===== config.mk =====
export PLATFORM = sky130hd
export DESIGN_NAME = simon_color_scheduler
export DESIGN_NICKNAME = d
export VERILOG_FILES = /design/src/rtl/simon_color_scheduler.sv
export SDC_FILE = /design/constraint.sdc
export NUM_CORES = 1
export LEC_CHECK = 0
export ABC_AREA = 1
export ABC_CLOCK_PERIOD_IN_PS = 2060
export CAP_MARGIN = 0
export CORE_MARGIN = 8
export CORE_UTILIZATION = 45
export CTS_CLUSTER_DIAMETER = 150
export DETAILED_ROUTE_END_ITERATION = 6
export PLACE_DENSITY = 0.74
export SETUP_SLACK_MARGIN = 0.15
export SYNTH_ARGS = -nofsm -noshare
export SYNTH_HDL_FRONTEND = slang
export SYNTH_SLANG_ARGS = --single-unit
export TNS_END_PERCENT = 10

===== constraint.sdc =====
create_clock -name Clk -period 2.06 [get_ports Clk]
set_clock_uncertainty 0.1 [all_clocks]
set_input_delay 0.206 -clock Clk [delete_from_list [all_inputs] [get_ports Clk]]
set_output_delay 0.206 -clock Clk [all_outputs]
set_load 0.005 [all_outputs]

===== src/rtl/simon_color_scheduler.sv =====
// Color display scheduler: plays back the stored pattern or echoes button presses,
// giving the shared color display exactly one owner at a time.
module simon_color_scheduler #(
    parameter int unsigned SEQ_DEPTH  = 32,
    parameter int unsigned ADDR_W     = 5,
    parameter int unsigned ON_TICKS   = 3,
    parameter int unsigned OFF_TICKS  = 1,
    parameter int unsigned ECHO_TICKS = 2
) (
    input  logic              Clk,
    input  logic              Reset,
    input  logic              Tick,
    input  logic              Start_play,
    input  logic [5:0]        Level,
    output logic [ADDR_W-1:0] Seq_addr,
    input  logic [1:0]        Seq_color,
    input  logic              Btn_U,
    input  logic              Btn_R,
    input  logic              Btn_D,
    input  logic              Btn_L,
    output logic [3:0]        color_on,
    output logic              busy,
    output logic              play_done,
    output logic              echo_valid,
    output logic [1:0]        echo_color,
    output logic              q_Idle,
    output logic              q_Play_On,
    output logic              q_Play_Off,
    output logic              q_Echo
);

    localparam int unsigned MAX_T01 = (ON_TICKS > OFF_TICKS) ? ON_TICKS : OFF_TICKS;
    localparam int unsigned MAX_T   = (MAX_T01 > ECHO_TICKS) ? MAX_T01 : ECHO_TICKS;
    localparam int unsigned TCNT_W  = (MAX_T > 1) ? $clog2(MAX_T) : 1;
    localparam int unsigned LEN_W   = $clog2(SEQ_DEPTH + 1);
    localparam int unsigned CMP_W   = ((ADDR_W > LEN_W) ? ADDR_W : LEN_W) + 1;

    // One-hot state bit positions
    localparam int unsigned I_IDLE = 0;
    localparam int unsigned I_ON   = 1;
    localparam int unsigned I_OFF  = 2;
    localparam int unsigned I_ECHO = 3;

    localparam logic [3:0] ST_IDLE = 4'b0001;
    localparam logic [3:0] ST_ON   = 4'b0010;
    localparam logic [3:0] ST_OFF  = 4'b0100;
    localparam logic [3:0] ST_ECHO = 4'b1000;

    logic [3:0]        state;
    logic [3:0]        state_next;
    logic [TCNT_W-1:0] tcnt;
    logic [LEN_W-1:0]  len_q;
    logic              pending;

    logic [LEN_W-1:0]  eff_len_c;
    logic              len_nz_c;
    logic              btn_any_c;
    logic [1:0]        btn_code_c;
    logic [TCNT_W-1:0] dur_c;
    logic              expire_c;
    logic              last_c;
    logic              go_play_c;

    assign eff_len_c = (32'(Level) > SEQ_DEPTH) ? LEN_W'(SEQ_DEPTH) : LEN_W'(Level);
    assign len_nz_c  = (eff_len_c != '0);
    assign btn_any_c = Btn_U | Btn_R | Btn_D | Btn_L;
    assign go_play_c = pending | (Start_play & len_nz_c);
    assign last_c    = ((CMP_W'(Seq_addr) + CMP_W'(1)) == CMP_W'(len_q));

    // Press priority U > R > D > L
    always_comb begin
        btn_code_c = 2'd3;
        if (Btn_U)      btn_code_c = 2'd0;
        else if (Btn_R) btn_code_c = 2'd1;
        else if (Btn_D) btn_code_c = 2'd2;
    end

    // Duration of the current state, expressed as the terminal tcnt value
    always_comb begin
        dur_c = '0;
        if (state[I_ON])   dur_c = TCNT_W'(ON_TICKS - 1);
        if (state[I_OFF])  dur_c = TCNT_W'(OFF_TICKS - 1);
        if (state[I_ECHO]) dur_c = TCNT_W'(ECHO_TICKS - 1);
    end

    assign expire_c = Tick && (tcnt == dur_c);

    always_ff @(posedge Clk or posedge Reset) begin
        if (Reset) state <= ST_IDLE;
        else       state <= state_next;
    end

    always_comb begin
        state_next = state;
        case (1'b1)
            state[I_IDLE]: begin
                if (Start_play) begin
                    if (len_nz_c) state_next = ST_ON;
                end else if (btn_any_c) begin
                    state_next = ST_ECHO;
                end
            end
            state[I_ON]:   if (expire_c) state_next = ST_OFF;
            state[I_OFF]:  if (expire_c) state_next = last_c ? ST_IDLE : ST_ON;
            state[I_ECHO]: if (expire_c) state_next = go_play_c ? ST_ON : ST_IDLE;
            default:       state_next = ST_IDLE;
        endcase
    end

    // Display decode: only PLAY_ON and ECHO light a color
    always_comb begin
        color_on = 4'b0000;
        if (state[I_ON])        color_on = 4'b0001 << Seq_color;
        else if (state[I_ECHO]) color_on = 4'b0001 << echo_color;
    end

    assign q_Idle     = state[I_IDLE];
    assign q_Play_On  = state[I_ON];
    assign q_Play_Off = state[I_OFF];
    assign q_Echo     = state[I_ECHO];

    always_ff @(posedge Clk or posedge Reset) begin
        if (Reset) begin
            tcnt       <= '0;
            len_q      <= '0;
            pending    <= 1'b0;
            Seq_addr   <= '0;
            busy       <= 1'b0;
            play_done  <= 1'b0;
            echo_valid <= 1'b0;
            echo_color <= 2'd0;
        end else begin
            play_done  <= 1'b0;
            echo_valid <= 1'b0;
            busy       <= ~state_next[I_IDLE];

            // A Tick on the entry edge belongs to the state being left
            if (state_next != state) tcnt <= '0;
            else if (Tick)           tcnt <= tcnt + TCNT_W'(1);

            case (1'b1)
                state[I_IDLE]: begin
                    if (Start_play) begin
                        len_q <= eff_len_c;
                        if (len_nz_c) Seq_addr  <= '0;
                        else          play_done <= 1'b1;
                    end else if (btn_any_c) begin
                        echo_color <= btn_code_c;
                        echo_valid <= 1'b1;
                    end
                end
                state[I_OFF]: begin
                    if (expire_c) begin
                        if (last_c) play_done <= 1'b1;
                        else        Seq_addr  <= Seq_addr + ADDR_W'(1);
                    end
                end
                state[I_ECHO]: begin
                    if (Start_play && len_nz_c) begin
                        pending <= 1'b1;
                        len_q   <= eff_len_c;
                    end
                    if (expire_c && go_play_c) begin
                        pending  <= 1'b0;
                        Seq_addr <= '0;
                    end
                end
                default: ;
            endcase
        end
    end

endmodule

## Word-level counts from Yosys, hierarchy flattened

Cells that the tools add are included.

- Register bits: 23
- Input port bits: 16
- Output and inout port bits: 18
- Word-level logic and storage cells: 93

- Add/subtract/negate cells: 3
- Magnitude comparators: 1
- Eq/ne operators: 8
- Shift operators: 2
- Multiplexer cells: 47
- Bitwise operators: 9
- Reductions and logical operators: 14

Operator list:

| cell | number |
|---|---|
| 4-bit two-way mux | 12 |
| 5-bit two-way mux | 8 |
| 6-bit two-way mux | 6 |
| 2-bit two-way mux | 9 |
| 1-bit two-way mux | 12 |
| 4-bit AND reduction | 2 |
| 2-bit nonzero test | 4 |
| 1-bit by 2-bit << shifter with 4-bit output, first input constant | 2 |
| 5-bit by 1-bit adder with 6-bit output, second input constant | 1 |
| 6-bit equality test | 1 |
| 6-bit > comparator, second input constant | 1 |
| 6-bit AND reduction | 1 |
| 3-bit nonzero test | 2 |
| 6-bit nonzero test | 1 |
| 5-bit by 1-bit adder with 5-bit output, second input constant | 1 |
| 2-bit != test, second input constant | 2 |
| 4-bit != test | 1 |
| 1-bit inverter | 4 |
| 1-bit OR | 4 |
| 1-bit logical AND | 3 |
| 3-bit by 2-bit != test with 1-bit output, second input constant | 1 |
| 3-bit != test, second input constant | 1 |
| 3-bit AND reduction | 1 |
| 2-bit by 1-bit adder with 2-bit output, second input constant | 1 |
| other kinds (3) | 3 |

## Depth between registers and ports, before layout

Gate-level depths: netlist of run 1.

- Depth after elaboration: 13
- Mapped depth: 14
- Mapped depth without buffers: 14

## Worst setup path before layout of run 1

Ideal clock, no wire load.

- Path type: flip-flop to flip-flop
- Start: register Seq_addr[0]
- End: register tcnt[0]
- Library setup time: 0.120 ns
- Arrival time: 1.609 ns
- Setup slack: 0.231 ns
- Cell stages (with the launch flop): 15
- Buffers on the path: 0
- Clock period less this slack: 1.829 ns
- Path through: dfrtp_1 > ha_1 > inv_1 > nand2_1 > nand2_1 > nor2_1 > nand3_1 > nor2_1 > nand3_1 > nand2_1 > nand2_1 > nand2_1 > nand2_1 > nand3_1 > nor2_1

- Longest elaborated chain between the ends: 9
- Elaborated cells on any way between the ends: 10

Ends and longest elaborated chain:

| item | line | text |
|---|---|---|
| from (decl) | 15 | `output logic [ADDR_W-1:0] Seq_addr,` |
| from (signal assigned) | 155 | `else Seq_addr <= Seq_addr + ADDR_W'(1);` |
| 5-bit by 1-bit adder with 6-bit output * | 68 | `assign last_c = ((CMP_W'(Seq_addr) + CMP_W'(1)) == CMP_W'(len_q));` |
| 6-bit equality test * | 68 |  |
| 2-bit two-way mux * | 104 | `state[I_OFF]: if (expire_c) state_next = last_c ? ST_IDLE : ST_ON;` |
| 4-bit two-way mux * | 104 |  |
| 4-bit two-way mux * (3 in series) | 95 | `case (1'b1)` |
| 4-bit != test * | 138 | `if (state_next != state) tcnt <= '0;` |
| 2-bit two-way mux or 2-bit nonzero test (tied branches) | n/a |  |
| to (signal assigned) | 139 | `else if (Tick) tcnt <= tcnt + TCNT_W'(1);` |
| to (decl) | 51 | `logic [TCNT_W-1:0] tcnt;` |

Mark *: on every way between the ends. The rest lies on a longest branch, timed or not.
A chain may end at the register's enable or synchronous reset.

## Worst setup path in the final report of run 1

- Start: register Seq_addr[1]
- End: register Seq_addr[4]

- Longest elaborated chain between the ends: 5
- Elaborated cells on any way between the ends: 9

Ends and longest elaborated chain:

| item |
|---|
| branches (longest 5 deep; another with 5-bit by 1-bit adder with 6-bit output) |

Several ways; the timed one is not identified. The select of a mux whose other input is x is not followed.

==> results of run 1 <==
## per-stage QoR
step / cells / instance area, µm²
5_1_grt: 286 / 1900
2_1_floorplan: 200 / 1410
3_5_place_dp: 280 / 1820
6_report: 286 / 1900
3_3_place_gp: 280 / 1820
4_1_cts: 284 / 1850
## critical path: stages, from the launching register on
cell and delay, ps:
sky130_fd_sc_hd__dfrtp_1 440, sky130_fd_sc_hd__buf_4 130, sky130_fd_sc_hd__buf_4 120, sky130_fd_sc_hd__nand3_1 80, sky130_fd_sc_hd__nand2_1 130, sky130_fd_sc_hd__nand2_1 60, sky130_fd_sc_hd__nand2_1 60, sky130_fd_sc_hd__nand2_1 50
sky130_fd_sc_hd__nor2_2 100, sky130_fd_sc_hd__nand3_1 90, sky130_fd_sc_hd__nand2_2 110, sky130_fd_sc_hd__nand3_4 90, sky130_fd_sc_hd__o21ai_2 120, sky130_fd_sc_hd__o21ai_1 90
## metal layers
metal	vias to the layer above	global-route usage (%)
met4	0	7.48
met2	34	20.0
met3	5	0.964
li1	730	-
met1	608	16.6
met5	-	0
## worst max path at each step
stage | slack (ps) | from | endpoint
2_1_floorplan | 230 | Seq_addr[0] | tcnt[0]
6_report | 180 | Seq_addr[1] | Seq_addr[4]
4_1_cts | 170 | Seq_addr[1] | Seq_addr[4]
3_3_place_gp | 130 | Btn_R | tcnt[1]
5_1_grt | -10 | Seq_addr[1] | Seq_addr[0]
3_5_place_dp | 100 | Btn_R | tcnt[0]
## power by group through the flow
| stage | Sequential [µW] | Clock (µW) | Combinational [µW] |
|---|---|---|---|
| after floorplan | 737 | 0 | 729 |
| after detailed placement | 766 | 0 | 1110 |
| after global routing | 790 | 235 | 1340 |
| final | 766 | 212 | 1180 |
| after CTS | 756 | 222 | 1100 |
| after global placement | 764 | 0 | 1100 |
## area by class of cell
| class | count | area [µm²] | share of cell area, % |
|---|---|---|---|
| inverters | 37 | 139 | 7.29 |
| multi-input cells | 140 | 742 | 39.0 |
| repair buffers | 38 | 363 | 19.1 |
| clock inverters | 1 | 5.00 | 0.263 |
| clock buffers | 3 | 22.5 | 1.18 |
| flip-flops and latches | 23 | 578 | 30.4 |
| well taps | 44 | 55.1 | 2.89 |
## state kept, by name, indices dropped and copies added (netlist names)
signal      count
state           4
Seq_addr        5
echo_color      2
tcnt            2
play_done       1
busy            1
echo_valid      1
pending         1
len_q           6
## logic make-up after synthesis
family,synth area share [%]
AND/OR/NAND/NOR,34.2
flip-flops,40.9
buffers and inverters,10.1
XOR/XNOR,1.24
adder cells (fa/ha/maj),0.886
AO/OA/AOI/OAI,12.7
## cells in the final DEF, fill, tap and decap left out, drive strengths merged
cell type / n
nand3: 19
xor2: 1
clkdlybuf4s50: 29
dfrtp: 22
o32ai: 4
o22ai: 4
and2: 1
clkbuf: 3
ha: 1
a22oi: 2
xnor2: 1
o31ai: 1
dlygate4sd2: 4
clkinv: 2
a21oi: 3
nor3: 4
or2: 2
nand2: 56
nand4: 4
o21ai: 15
buf: 5
dfstp: 1
inv: 36
nor2: 22
## repair_timing
item                       4_1_cts  5_1_grt
setup endpoints to repair        4        9
hold endpoints to repair         0        0
hold buffers                     0        0
cloned                           0        1
pin swaps                        0        7
resized for setup                5        8
buffers inserted                 0        1
## cells in the mapped netlist
library cell	n
sky130_fd_sc_hd__nand4_2	1
sky130_fd_sc_hd__nand4_1	3
sky130_fd_sc_hd__a22oi_1	2
sky130_fd_sc_hd__ha_1	1
sky130_fd_sc_hd__nor2_2	3
sky130_fd_sc_hd__dfrtp_1	22
sky130_fd_sc_hd__or2_1	1
sky130_fd_sc_hd__xor2_1	1
sky130_fd_sc_hd__or2_2	1
sky130_fd_sc_hd__inv_2	10
sky130_fd_sc_hd__and2_1	1
sky130_fd_sc_hd__nand2_1	56
sky130_fd_sc_hd__nand3_1	17
sky130_fd_sc_hd__nand3_2	2
sky130_fd_sc_hd__o22ai_1	4
sky130_fd_sc_hd__o21ai_4	1
sky130_fd_sc_hd__o32ai_1	4
sky130_fd_sc_hd__clkinv_1	1
sky130_fd_sc_hd__clkbuf_1	1
sky130_fd_sc_hd__xnor2_1	1
sky130_fd_sc_hd__dfstp_2	1
sky130_fd_sc_hd__inv_1	26
sky130_fd_sc_hd__nor3_1	4
sky130_fd_sc_hd__a21oi_1	3
sky130_fd_sc_hd__o21ai_0	3
sky130_fd_sc_hd__o21ai_1	10
sky130_fd_sc_hd__o31ai_1	1
sky130_fd_sc_hd__nor2_1	18
sky130_fd_sc_hd__nor2_4	1
==> metrics.md, run 1 <==
| Metric | Value |
|---|---|
| Rel. slew slack | `78.3%` |
| Total met3 wirelength after detailed routing | `142 µm` |
| Layout fillers | `270` |
| Cell-internal power | `1210 µW` |
| Critical Setup Path Class | `register to register` |
| Setup TNS after final layout | `0 ps` |
| Floorplan Core Area | `0.00303 mm²` |
| Total of endpoints with negative setup slack in the final report | `0` |
| Switching component of the power | `949 µW` |
| RSZ-0062 raised after global routing | `yes` |
| PortBufs | `33` |
| Number of distinct standard cells referenced by the synthesized netlist | `29` |
| Clock share of power | `9.8%` |
| Register-to-register setup slack | `180 ps` |
| Overall die area | `0.00518 mm²` |
| Power density of the placed cells | `1130 mW/mm²` |
| Clock input transition at the sequential cells of the worst setup and hold paths | `130 ps` |
| DRC violation count after routing | `0` |
| Top cells by area in the synthesized netlist | `sky130_fd_sc_hd__dfrtp_1, sky130_fd_sc_hd__nand2_1, sky130_fd_sc_hd__inv_1, sky130_fd_sc_hd__nand3_1, sky130_fd_sc_hd__nor2_1` |
| Cell type with the largest total area after synthesis | `sky130_fd_sc_hd__dfrtp_1` |
| Final antenna-violating net count | `0` |
| Worst reg2reg path endpoint | `Seq_addr[4]` |
| Arrival time at the worst endpoint | `1990 ps` |
| Width of the die | `72.0 µm` |
| Post-route fraction of the period consumed by the critical path | `91.4%` |
| Peak Freq | `531 MHz` |
| Hold slack | `113 ps` |
| WL/cell | `11.5 µm` |
| Proportion of layout cells with a drive suffix above 1 | `15.3%` |
| Share of the synthesized area in the top cell type | `39.0%` |
| CTS HTree Levels | `1` |
| Count of antenna diodes in the layout | `0` |
| Hold crit path type | `input pin to asynchronous set/reset pin` |
| Detailed Routing Iterations Pass 1 | `4` |
| Pre-CTS worst setup slack | `95.4 ps` |
| Worst-path maximum fanout | `5` |
| Share of total power consumed by net switching | `44.0%` |
| Overall routed net length | `3.29 mm` |
| # IOs | `34` |
| CTS tree | `yes` |
| Amount of wire on met2 after detailed routing | `1.47 mm` |
| Cell count of the worst reg-to-reg path | `13` |
| CP Data Required Time | `2170 ps` |
| Global router's overall resource usage | `12.7%` |
| Initial antenna violation count | `0` |
| Insertion delay to the later sink of the worst-skew pair | `320 ps` |
| Overall power of the completed layout | `2160 µW` |
| Pleak | `0.000897 µW` |
| Time the worst path needs with I/O delays and setup | `1880 ps` |
| Final setup slack of the worst path | `178 ps` |
| Via count of the first global-routing pass | `1269` |
| Hold Vio Cnt, Final | `0` |
| Endpoint type of the worst setup path | `register` |
| Cell Area, Synth | `0.00141 mm²` |
| Peak VDD IR | `461 µV` |
| Sum of net half-perimeters after detailed placement | `2.51 mm` |
| Clock root buffer | `sky130_fd_sc_hd__clkbuf_4` |
| Clock buffer count from CTS | `3` |
| Area added between synthesis and finish | `34.9%` |
| Initial core utilization | `46.6%` |
| Avg Cell Area, Syn | `7.06 µm²` |
| Site row count | `20` |
| Number of register bits inferred by synthesis | `23` |
| R2R Path Start | `Seq_addr[1]` |
| Weighted congestion reported at the end of routability-driven placement | `0.831` |
| Number of max-cap violations | `0` |
| Instance count of the mapped netlist | `200` |
| Combinational fraction of design power | `54.7%` |
| GRT Residual Overflow | `0` |
| Highest layer used for signal routing | `met4` |
| Layout net count | `260` |
| Slew Limit Fails | `0` |
| Flop pwr share | `35.5%` |
| Net count of the mapped netlist | `217` |
| Worst-case clock buffer depth | `2` |
| Run status | `complete, no violations` |
| Global-route wire length before repair | `5.35 mm` |
| Wl on met1 | `1.60 mm` |
| Maximum number of pins on one net before global-route repair | `24` |
| Slew at the pin closest to its max-slew limit | `323 ps` |
| Overall via count from detail_route | `1377` |
| Clock sink count | `23` |
| Finished Core Util | `62.9%` |
| Sequential share of the synthesized area | `40.9%` |
| Die outline height | `72.0 µm` |
| Initial drt markers | `74` |
| Category of the worst setup path launch point | `register` |
| Vias/cell | `4.81` |
| Number of warning messages in the yosys log | `0` |
Power figures use the tool's default switching activity.
==> run 2: changes to the inputs <==
CTS_CLUSTER_SIZE = 16   (was not set)
MAX_ROUTING_LAYER = met4   (was not set)
==> metrics.md, run 2 (synthesis gave the netlist of run 1 again) <==
| Metric | Value |
|---|---|
| Run status | `complete, no violations (unchanged)` |
| CTS tree | `yes (unchanged)` |
| Flop pwr share | `35.5% (about the same)` |
| R2R Path Start | `Seq_addr[1] (unchanged)` |
| Share of total power consumed by net switching | `43.9% (was 44.0%)` |
| Largest registers | `len_q (6), Seq_addr (5), state (4) (unchanged)` |
| Power density of the placed cells | `1130 mW/mm² (about the same)` |
| Via count of the first global-routing pass | `1269 (unchanged)` |
| Clock sink count | `23 (unchanged)` |
| Finished Cell Area | `0.00190 mm² (unchanged)` |
| Category of the worst setup path launch point | `register (unchanged)` |
| WL/cell | `11.4 µm (was 11.5 µm)` |
| Most common library cell in the layout ignoring fill and taps | `sky130_fd_sc_hd__nand2_1 (unchanged)` |
| Count of antenna diodes in the layout | `0 (unchanged)` |
| Clock input transition at the sequential cells of the worst setup and hold paths | `130 ps (about the same)` |
| Global router's overall resource usage | `13.0% (was 12.7%)` |
| Floorplan Core Area | `0.00303 mm² (unchanged)` |
| Site row count | `20 (unchanged)` |
| Number of max-cap violations | `0 (unchanged)` |
| Cell-internal power | `1210 µW (about the same)` |
| Width of the die | `72.0 µm (unchanged)` |
| Proportion of layout cells with a drive suffix above 1 | `15.3% (unchanged)` |
| Total of endpoints with negative setup slack in the final report | `0 (unchanged)` |
| Detailed Routing Iterations Pass 1 | `4 (unchanged)` |
| Critical path's largest stage delay | `440 ps (about the same)` |
| CP Cell Sequence | `buf_4, buf_4, nand3_1, nand2_1, nand2_1, nand2_1, nand2_1, nor2_2, nand3_1, nand2_2, nand3_4, o21ai_2, o21ai_1 (unchanged)` |
| Endpoint type of the worst setup path | `register (unchanged)` |
| Worst-case clock buffer depth | `2 (unchanged)` |
| Overall via count from detail_route | `1378 (was 1377)` |
| Critical path buffers and inverters | `2 (unchanged)` |
| Cell family with the largest share of critical-path delay | `simple AND/OR/NAND/NOR gates (unchanged)` |
| Hold crit path type | `input pin to asynchronous set/reset pin (unchanged)` |
| Vias/cell | `4.82 (was 4.81)` |
| CTS HTree Levels | `1 (unchanged)` |
| Overall routed net length | `3.27 mm (was 3.29 mm)` |
| Worst reg2reg path endpoint | `Seq_addr[4] (unchanged)` |
| # IOs | `34 (unchanged)` |
| Final antenna-violating net count | `0 (unchanged)` |
| Maximum number of pins on one net before global-route repair | `24 (unchanged)` |
| Clock root buffer | `sky130_fd_sc_hd__clkbuf_4 (unchanged)` |
| Post-route fraction of the period consumed by the critical path | `91.2% (was 91.4%)` |
| Number of flip-flops under the largest register name | `6 (unchanged)` |
| RSZ-0062 raised after global routing | `yes (unchanged)` |
| Insertion delay to the later sink of the worst-skew pair | `310 ps (was 320 ps)` |
| Critical Path End | `Seq_addr[4] (unchanged)` |
| Slew Limit Fails | `0 (unchanged)` |
| Pleak | `0.000897 µW (unchanged)` |
| Cell type of the slowest stage on the worst timing path | `sky130_fd_sc_hd__dfrtp_1 (unchanged)` |
| Setup TNS after final layout | `0 ps (unchanged)` |
| Launching instance or port of the critical path | `Seq_addr[1] (unchanged)` |
| CP Data Required Time | `2170 ps (about the same)` |
| Layout net count | `260 (unchanged)` |
| Combinational fraction of design power | `54.7% (about the same)` |
| Hold Vio Cnt, Final | `0 (unchanged)` |
| CP most frequent cell | `sky130_fd_sc_hd__nand2_1 (unchanged)` |
| Commonest cells after routing, fill and taps aside | `sky130_fd_sc_hd__nand2_1, sky130_fd_sc_hd__clkdlybuf4s50_1, sky130_fd_sc_hd__inv_1 (unchanged)` |
| Clock share of power | `9.8% (about the same)` |
| Initial core utilization | `46.6% (unchanged)` |
| GRT Residual Overflow | `0 (unchanged)` |
| Die outline height | `72.0 µm (unchanged)` |
| Area added between synthesis and finish | `34.9% (unchanged)` |
| Arrival time at the worst endpoint | `1990 ps (about the same)` |
| Time the worst path needs with I/O delays and setup | `1880 ps (about the same)` |
| Switching component of the power | `947 µW (was 949 µW)` |
| Global-route wire length before repair | `5.36 mm (was 5.35 mm)` |
| Critical path depth | `13 (unchanged)` |
| Cell area after placement | `0.00182 mm² (unchanged)` |
| Initial drt markers | `61 (was 74)` |
| Clock buffer count from CTS | `3 (unchanged)` |
| Slew at the pin closest to its max-slew limit | `321 ps (was 323 ps)` |
| Peak Freq | `533 MHz (was 531 MHz)` |
| DRC violation count after routing | `0 (unchanged)` |
| Worst-path maximum fanout | `5 (unchanged)` |
| Critical Setup Path Class | `register to register (unchanged)` |
| PortBufs | `33 (unchanged)` |
| Cell count of the worst reg-to-reg path | `13 (unchanged)` |
| Sum of net half-perimeters after detailed placement | `2.51 mm (unchanged)` |
| Rel. slew slack | `78.5% (was 78.3%)` |
| Peak VDD IR | `460 µV (was 461 µV)` |
| Largest reg by FF count | `len_q (unchanged)` |
| Register-to-register setup slack | `180 ps (about the same)` |
| Overall die area | `0.00518 mm² (unchanged)` |
| Weighted congestion reported at the end of routability-driven placement | `0.843 (was 0.831)` |
| Initial antenna violation count | `0 (unchanged)` |
-- run 2: cell counts in the layout (fill, tap and decap cells not counted) --
No cell type changed its count.
-- run 2: how the worst min path moves through the flow --
stage / slack [ps] / depth (start not counted) / end / startpoint
2_1_floorplan: 110 / 1 / Seq_addr[0] / Reset
3_3_place_gp: 420 / 2 / pending / pending
3_5_place_dp: 430 / 2 / pending / pending
4_1_cts: 120 / 3 / Seq_addr[3] / Reset
5_1_grt: 140 / 3 / Seq_addr[4] / Reset
6_report: 120 / 3 / Seq_addr[3] / Reset
-- run 2: timing repair --
action                     CTS  global route
hold buffers                 0             0
buffers inserted             0             1
pin swaps                    0             7
cloned                       0             1
setup endpoints to repair    4             9
gates resized for setup      5             8
-- run 2: tightest hold or removal path: cells and delay by family --
kind | cells | cell delay (ps)
buffers and inverters | 3 | 730
-- run 2: metal layers --
layer	up-vias	wire length (µm)	share of wire (%)	GRT usage (%)
met3	5	145	4.4	0.964
li1	731	-	-	-
met1	605	1590	49	16.6
met2	37	1470	45	20.0
met5	-	0	0	-
met4	0	70	2.1	7.48
-- run 2: stage by stage --
| step | hold WS (ps) | util (%) | instances | total power, µW | setup WS, ps |
|---|---|---|---|---|---|
| final | 115 | 62.9 | 286 | 2160 | 182 |
| after global routing | 142 | 62.9 | 286 | 2370 | -12.8 |
| after CTS | 119 | 61.0 | 284 | 2080 | 169 |
| after detailed placement | 432 | 60.2 | 280 | 1880 | 95.4 |
| after global placement | 423 | 60.2 | 280 | 1860 | 128 |
| after floorplan | 107 | - | 200 | 1470 | 231 |
-- run 2: cell type report --
class / instances / area [µm²]
fillers: 270 / 1120
clock buffers: 3 / 22.5
multi-input cells: 140 / 742
clock inverters: 1 / 5.00
inverters: 37 / 139
well taps: 44 / 55.1
flip-flops and latches: 23 / 578
repair buffers: 38 / 363
-- run 2: power groups by stage --
stage | Combinational, µW | Clock [µW] | Sequential [µW]
detailed placement | 1110 | 0 | 766
CTS | 1100 | 222 | 756
finish | 1180 | 211 | 766
floorplan | 729 | 0 | 737
global placement | 1100 | 0 | 764
global route | 1340 | 235 | 790
